### src/rtl/vic_nested.sv
// vic_nested: nested vectored interrupt controller with per-channel enable/mode/priority and a PC/CC/level stack.
module vic_nested #(
  parameter int          N_IRQ    = 31,
  parameter int          PRIO_W   = 2,
  parameter logic [31:0] ISR_BASE = 32'h0000_0100,
  parameter int          SEL_W    = (N_IRQ > 1) ? $clog2(N_IRQ) : 1
) (
  input  logic                clk,
  input  logic                rst,
  input  logic [31:0]         i_PC,
  input  logic [3:0]          i_CCodes,
  input  logic                i_reti,
  input  logic [N_IRQ-1:0]    i_ext,
  input  logic                i_gen,
  input  logic                i_cfg_we,
  input  logic [SEL_W-1:0]    i_cfg_sel,
  input  logic [PRIO_W+2:0]   i_cfg_data,
  output logic [PRIO_W+2:0]   o_cfg_data,
  output logic                o_VIC_ctrl,
  output logic [31:0]         o_VIC_iaddr,
  output logic [3:0]          o_CCodes,
  output logic [N_IRQ-1:0]    o_pending,
  output logic [PRIO_W:0]     o_level
);
  localparam int CW = PRIO_W + 3;
  localparam int LW = PRIO_W + 1;
  localparam int D  = 2 ** PRIO_W;
  typedef enum logic [1:0] {IDLE, ENTER, RETURN} state_t;
  state_t r_state, w_next;
  logic [CW-1:0]     r_cfg [N_IRQ];
  logic [N_IRQ-1:0]  r_ext_q, r_pend, w_set, w_clr;
  logic [31:0]       r_stk_pc [D];
  logic [3:0]        r_stk_cc [D];
  logic [LW-1:0]     r_stk_lv [D];
  logic [LW-1:0]     r_sp, r_level, w_lv_new;
  logic [31:0]       r_iaddr;
  logic [3:0]        r_cc;
  logic              w_found, w_accept, w_ret, w_sel_ok;
  logic [SEL_W-1:0]  w_idx;
  logic [PRIO_W-1:0] w_prio, w_top;
  assign w_sel_ok    = 32'(i_cfg_sel) < N_IRQ;
  assign o_cfg_data  = w_sel_ok ? r_cfg[i_cfg_sel] : '0;
  assign o_VIC_ctrl  = r_state != IDLE;
  assign o_VIC_iaddr = r_iaddr;
  assign o_CCodes    = r_cc;
  assign o_pending   = r_pend;
  assign o_level     = r_level;
  assign w_top       = PRIO_W'(r_sp - LW'(1));
  // mode bit 0 selects rising edges, bit 1 falling edges; 00 is level-high
  always_comb begin
    w_found = 1'b0;
    w_idx   = '0;
    w_prio  = '0;
    w_set   = '0;
    for (int k = 0; k < N_IRQ; k++) begin
      w_set[k] = r_cfg[k][CW-1] & ((r_cfg[k][CW-2:PRIO_W] == 2'b00) ? i_ext[k] :
                 (r_cfg[k][PRIO_W] & i_ext[k] & ~r_ext_q[k]) | (r_cfg[k][PRIO_W+1] & ~i_ext[k] & r_ext_q[k]));
      if (r_pend[k] && (!w_found || r_cfg[k][PRIO_W-1:0] > w_prio)) begin
        w_found = 1'b1;
        w_idx   = SEL_W'(k);
        w_prio  = r_cfg[k][PRIO_W-1:0];
      end
    end
    w_lv_new = LW'(w_prio) + LW'(1);
    w_accept = i_gen && r_state == IDLE && !i_reti && w_found && w_lv_new > r_level;
    w_ret    = r_state == IDLE && i_reti && r_sp != '0;
    w_clr    = (w_accept ? N_IRQ'(1) << w_idx : '0) |
               ((i_cfg_we && w_sel_ok && !i_cfg_data[CW-1]) ? N_IRQ'(1) << i_cfg_sel : '0);
    w_next   = w_accept ? ENTER : w_ret ? RETURN : IDLE;
  end
  always_ff @(posedge clk or posedge rst) begin
    if (rst) begin
      r_state <= IDLE;
      r_ext_q <= '0;
      r_pend  <= '0;
      r_sp    <= '0;
      r_level <= '0;
      r_iaddr <= '0;
      r_cc    <= '0;
      for (int k = 0; k < N_IRQ; k++) r_cfg[k] <= '0;
    end else begin
      r_state <= w_next;
      r_ext_q <= i_ext;
      r_pend  <= (r_pend | w_set) & ~w_clr;
      if (i_cfg_we && w_sel_ok) r_cfg[i_cfg_sel] <= i_cfg_data;
      if (w_accept) begin
        r_sp    <= r_sp + LW'(1);
        r_level <= w_lv_new;
        r_iaddr <= ISR_BASE + (32'(w_idx) << 2);
      end else if (w_ret) begin
        r_sp    <= r_sp - LW'(1);
        r_level <= r_stk_lv[w_top];
        r_iaddr <= r_stk_pc[w_top];
        r_cc    <= r_stk_cc[w_top];
      end
    end
  end
  always_ff @(posedge clk) begin
    if (w_accept) begin
      r_stk_pc[r_sp[PRIO_W-1:0]] <= i_PC;
      r_stk_cc[r_sp[PRIO_W-1:0]] <= i_CCodes;
      r_stk_lv[r_sp[PRIO_W-1:0]] <= r_level;
    end
  end
endmodule

### config.mk
export PLATFORM = sky130hd
export DESIGN_NAME = vic_nested
export DESIGN_NICKNAME = d
export VERILOG_FILES = /design/src/rtl/vic_nested.sv
export SDC_FILE = /design/constraint.sdc
export NUM_CORES = 1
export LEC_CHECK = 0
export ABC_AREA = 1
export BUFFER_PORTS_ARGS = -buffer_cell sky130_fd_sc_hd__buf_2
export CORE_UTILIZATION = 53
export DETAILED_ROUTE_END_ITERATION = 10
export GPL_TIMING_DRIVEN = 0
export PLACE_DENSITY = 0.72
export SYNTH_ARGS = -nofsm -noshare
export SYNTH_HDL_FRONTEND = slang
export SYNTH_SLANG_ARGS = --single-unit
### constraint.sdc
create_clock -name clk -period 42.9 [get_ports clk]
set_input_delay 6.435 -clock clk [delete_from_list [all_inputs] [get_ports clk]]
set_output_delay 6.435 -clock clk [all_outputs]
set_load 0.05 [all_outputs]
==> out/summary.txt <==
DETAILED ROUTING
-----------------------------------------------------------------------------------------------
Wire length on met1 ..............................................................     24700 um
Met3 wirelength from detailed routing ............................................      6940 um
Number of design rule violations left after detail routing .......................            0
Average wire per standard cell ...................................................      21.3 um
DRT Wirelength ...................................................................     63900 um
1st-iter DRT viols ...............................................................         1891
DR pass1 iterations ..............................................................            6
Detail-routed via count per cell .................................................         5.91
Top routing layer in use .........................................................         met5
Met2 layer wire length in the routed design ......................................     29500 um
Count of antenna-violating nets left after detailed routing ......................            0
DR vias ..........................................................................        17.7k

DIE
-----------------------------------------------------------------------------------------------
Starting density of the core .....................................................        0.541
Number of top-level pins .........................................................          158
Die H ............................................................................       198 um
Die Outline Area .................................................................  0.0393 mm^2
Floorplan Core Area ..............................................................  0.0378 mm^2
Die outline width ................................................................       198 um
Rows .............................................................................           71

CRITICAL PATH
-----------------------------------------------------------------------------------------------
Critical path's top delay family ................................................. compound AO/OA/AOI/OAI gates
Critical path endpoint category ..................................................     register
FF-to-FF Start ................................................................... o_pending[0]
Maximum fanout along the worst path ..............................................           10
Worst setup startpoint ........................................................... o_pending[0]
Worst EP required ................................................................     43.42 ns
Kind of start point of the critical path .........................................     register
CP endpoint ...................................................................... o_VIC_iaddr[16]
Worst path arrival time ..........................................................     37.95 ns
Number of cells traversed by the worst register-to-register path .................          208
Delay of the slowest critical-path stage .........................................      0.61 ns
Critical path buffers and inverters ..............................................           18
Most Frequent Cell on Critical Path ..............................................      nand2_2
Number of gates on the worst path with buffers counted ...........................          208
Reg-to-reg endpoint .............................................................. o_VIC_iaddr[16]
Startpoint-to-endpoint class of the critical path ................................      reg2reg
Worst-path cell with the longest stage delay .....................................      a21oi_1
Register-to-register setup slack .................................................      5.47 ns

GRT
-----------------------------------------------------------------------------------------------
Pin count of the biggest net entering global routing .............................          122
Number of global-route vias before repair ........................................        17.4k
Wire length of the first global-routing pass .....................................     98200 um
Aggregate global-route resource usage ............................................        0.332
Overflow left after global routing ...............................................            0
Antenna violations before repair .................................................           10

FINISH
-----------------------------------------------------------------------------------------------
Area delta synth->final ..........................................................        15.8%
Area of the multi-input gates .................................................... 0.00780 mm^2
Final nets .......................................................................         2573
Combined flip-flop and latch cell area ...........................................  0.0112 mm^2
Share of layout cells above drive strength 1 .....................................        0.157
Filler Cell Count ................................................................         3145

LOGIC SYNTHESIS
-----------------------------------------------------------------------------------------------
Top FF cell, synth ...............................................................      dfrtp_1
Total standard cell area after synthesis .........................................  0.0204 mm^2
Count of flip-flops with a built-in enable after synthesis .......................          156
Cell variety after synth .........................................................           51
Post-synthesis instance total ....................................................         2242
Synth async-reset ratio ..........................................................        0.626
Post-synthesis net count .........................................................         2365
Seq cells post-synth .............................................................          417
Count of warnings emitted by yosys ...............................................            0
Proportion of synthesized chip area in sequential cells ..........................        0.549
Avg Synthesized Cell Area ........................................................    9.11 um^2

STA
-----------------------------------------------------------------------------------------------
Setup repair after global routing missed its margin ..............................           no
Maximum clock frequency ..........................................................     26.7 MHz
Total negative setup slack .......................................................         0 ns
Number of pins with negative max-slew slack in the final report ..................            0
Minimum clock period .............................................................     37.43 ns
Setup Viol. Count Final ..........................................................            0
Slew at the pin with the worst max-slew slack ....................................      1.11 ns
Final clock period utilization by the worst path .................................        0.872
Skew final .......................................................................    0.0261 ns
Headroom to the max-slew limit ...................................................        0.258
Final Hold Viols .................................................................            0

CTS
-----------------------------------------------------------------------------------------------
Number of resized instances in the post-cts repair step ..........................            0
Buffers from clock root to sink, at most .........................................            3
Number of hold buffers added after cts ...........................................            0
Clock input transition at the sequential cells of the worst setup and hold paths .      0.06 ns
Clock buffers created by TritonCTS ...............................................           45
Clock tree from TritonCTS ........................................................         done
Clock sinks ......................................................................          417
Clock tree root buffer cell ......................................................    clkbuf_16
Setup fix buffers added after clock tree synthesis ...............................            0
Maximum level of the CTS H-tree ..................................................            2
Clock network latency to the later pin of the worst-skew pair ....................      0.60 ns

PLACED DESIGN
-----------------------------------------------------------------------------------------------
Quantity of I/O buffers inserted on ports ........................................          155
Placer Congestion ................................................................         1.01
Half-perimeter wire length of the detailed placement result ......................     44800 um

MIN PATH
-----------------------------------------------------------------------------------------------
Hold Path Class ..................................................................      reg2reg
Worst Hold Launch ................................................................    r_cfg[97]

JOB
-----------------------------------------------------------------------------------------------
Max-cap viol count ...............................................................            0

STATUS
-----------------------------------------------------------------------------------------------
Outcome ..........................................................................    completed

## how the worst min path moves through the flow
stage | endpoint | slack [ns] | cells past startpoint
final | r_cfg[97] | 0.49 | 2
after global placement | r_sp[2] | 0.46 | 1
after CTS | r_cfg[97] | 0.49 | 2
after floorplan | r_sp[2] | 0.45 | 1
after detailed placement | o_CCodes[1] | 0.47 | 2
after global routing | o_VIC_iaddr[11] | 0.51 | 1
## routing by layer
| metal | GRT usage | vias to the layer above |
|---|---|---|
| met5 | 0 | - |
| met3 | 0.0821 | 191 |
| met4 | 0.148 | 6 |
| met1 | 0.426 | 8463 |
| li1 | - | 8132 |
| met2 | 0.534 | 941 |
## tightest hold or removal path, stage by stage (launching register included)
cell	delay, ns
dfrtp_1	0.34
nand2_1	0.05
o21ai_0	0.06
## cells by family (layout without fill, tap and decap cells)
logic type                 count (synthesis)  in the layout  synth area share
and+or+nand+nor                          766            766             0.173
AOI/OAI and AO/OA                        644            644             0.182
DFF                                      417            417             0.549
buffers and inverters                    372            616            0.0702
adders and majority gates                 41             41            0.0251
xor gates and xnor gates                   2              2          0.000858
other                                      0              5                 0
## cell usage after synthesis, types with 5 or more instances
master / count / area (um^2)
edfxtp_1: 156 / 4680
nand4_1: 10 / 62.6
a31oi_1: 8 / 50.1
nor2_1: 192 / 721
nand2_1: 319 / 1200
o22ai_1: 88 / 551
a22o_1: 28 / 245
o211ai_1: 14 / 105
or2_2: 11 / 68.8
nand3_2: 19 / 190
inv_2: 9 / 33.8
nor4_1: 6 / 37.5
nand2_2: 86 / 538
o31ai_1: 7 / 52.6
o311ai_0: 8 / 70.1
nand2_4: 6 / 67.6
a21oi_1: 93 / 465
a22oi_1: 11 / 82.6
inv_1: 282 / 1060
nor3_1: 31 / 155
a221oi_1: 14 / 123
ha_1: 41 / 513
clkbuf_1: 67 / 251
a32o_1: 6 / 60.1
o2111ai_1: 5 / 43.8
o21ai_0: 345 / 1730
dfrtp_1: 261 / 6530
nand3_1: 74 / 370
## stage by stage
| stage | hold slack, ns | util | cell area (um^2) | setup slack (ns) | cells |
|---|---|---|---|---|---|
| 2_1_floorplan | 0.447 | - | 20400 | 9.10 | 2242 |
| 3_3_place_gp | 0.463 | 0.578 | 21800 | 4.98 | 2908 |
| 3_5_place_dp | 0.470 | 0.583 | 22000 | 6.01 | 2914 |
| 4_1_cts | 0.489 | 0.626 | 23600 | 5.79 | 2997 |
| 5_1_grt | 0.511 | 0.626 | 23600 | 1.91 | 2999 |
| 6_report | 0.485 | 0.626 | 23600 | 5.47 | 3002 |
## cells in the final DEF, fill, tap and decap left out, drive strengths merged, types with 8 or more instances in the layout
master,instances
a21oi,93
o22ai,88
edfxtp,156
ha,41
buf,171
nand4,12
or2,11
o21ai,350
o311ai,8
a22o,28
inv,294
clkbuf,119
dfrtp,261
a22oi,11
a221oi,14
nand2,411
nand3,93
o211ai,14
bufinv,10
nor2,199
clkinv,18
a31oi,8
nor3,32
## sequential cells by signal, indices dropped and copies added, names as in the netlist
name	flops
r_cfg	155
r_stk_pc	128
o_VIC_iaddr	32
o_pending	31
r_ext_q	31
r_stk_cc	16
r_stk_lv	12
o_CCodes	4
o_level	3
r_sp	3
r_state	2
## final cells by class
class,count,share of cell area
inverter,295,0.0471
sequential,417,0.474
multi-input combinational,1453,0.330
timing repair buffer,161,0.0385
buffer,77,0.0138
antenna,5,0.000529
tap,511,0.0270
clock buffer,52,0.0500
clock inverter,31,0.0188
Power is not shown: default switching activity piles up to over one toggle a cycle in this logic, so the estimate is an artifact.
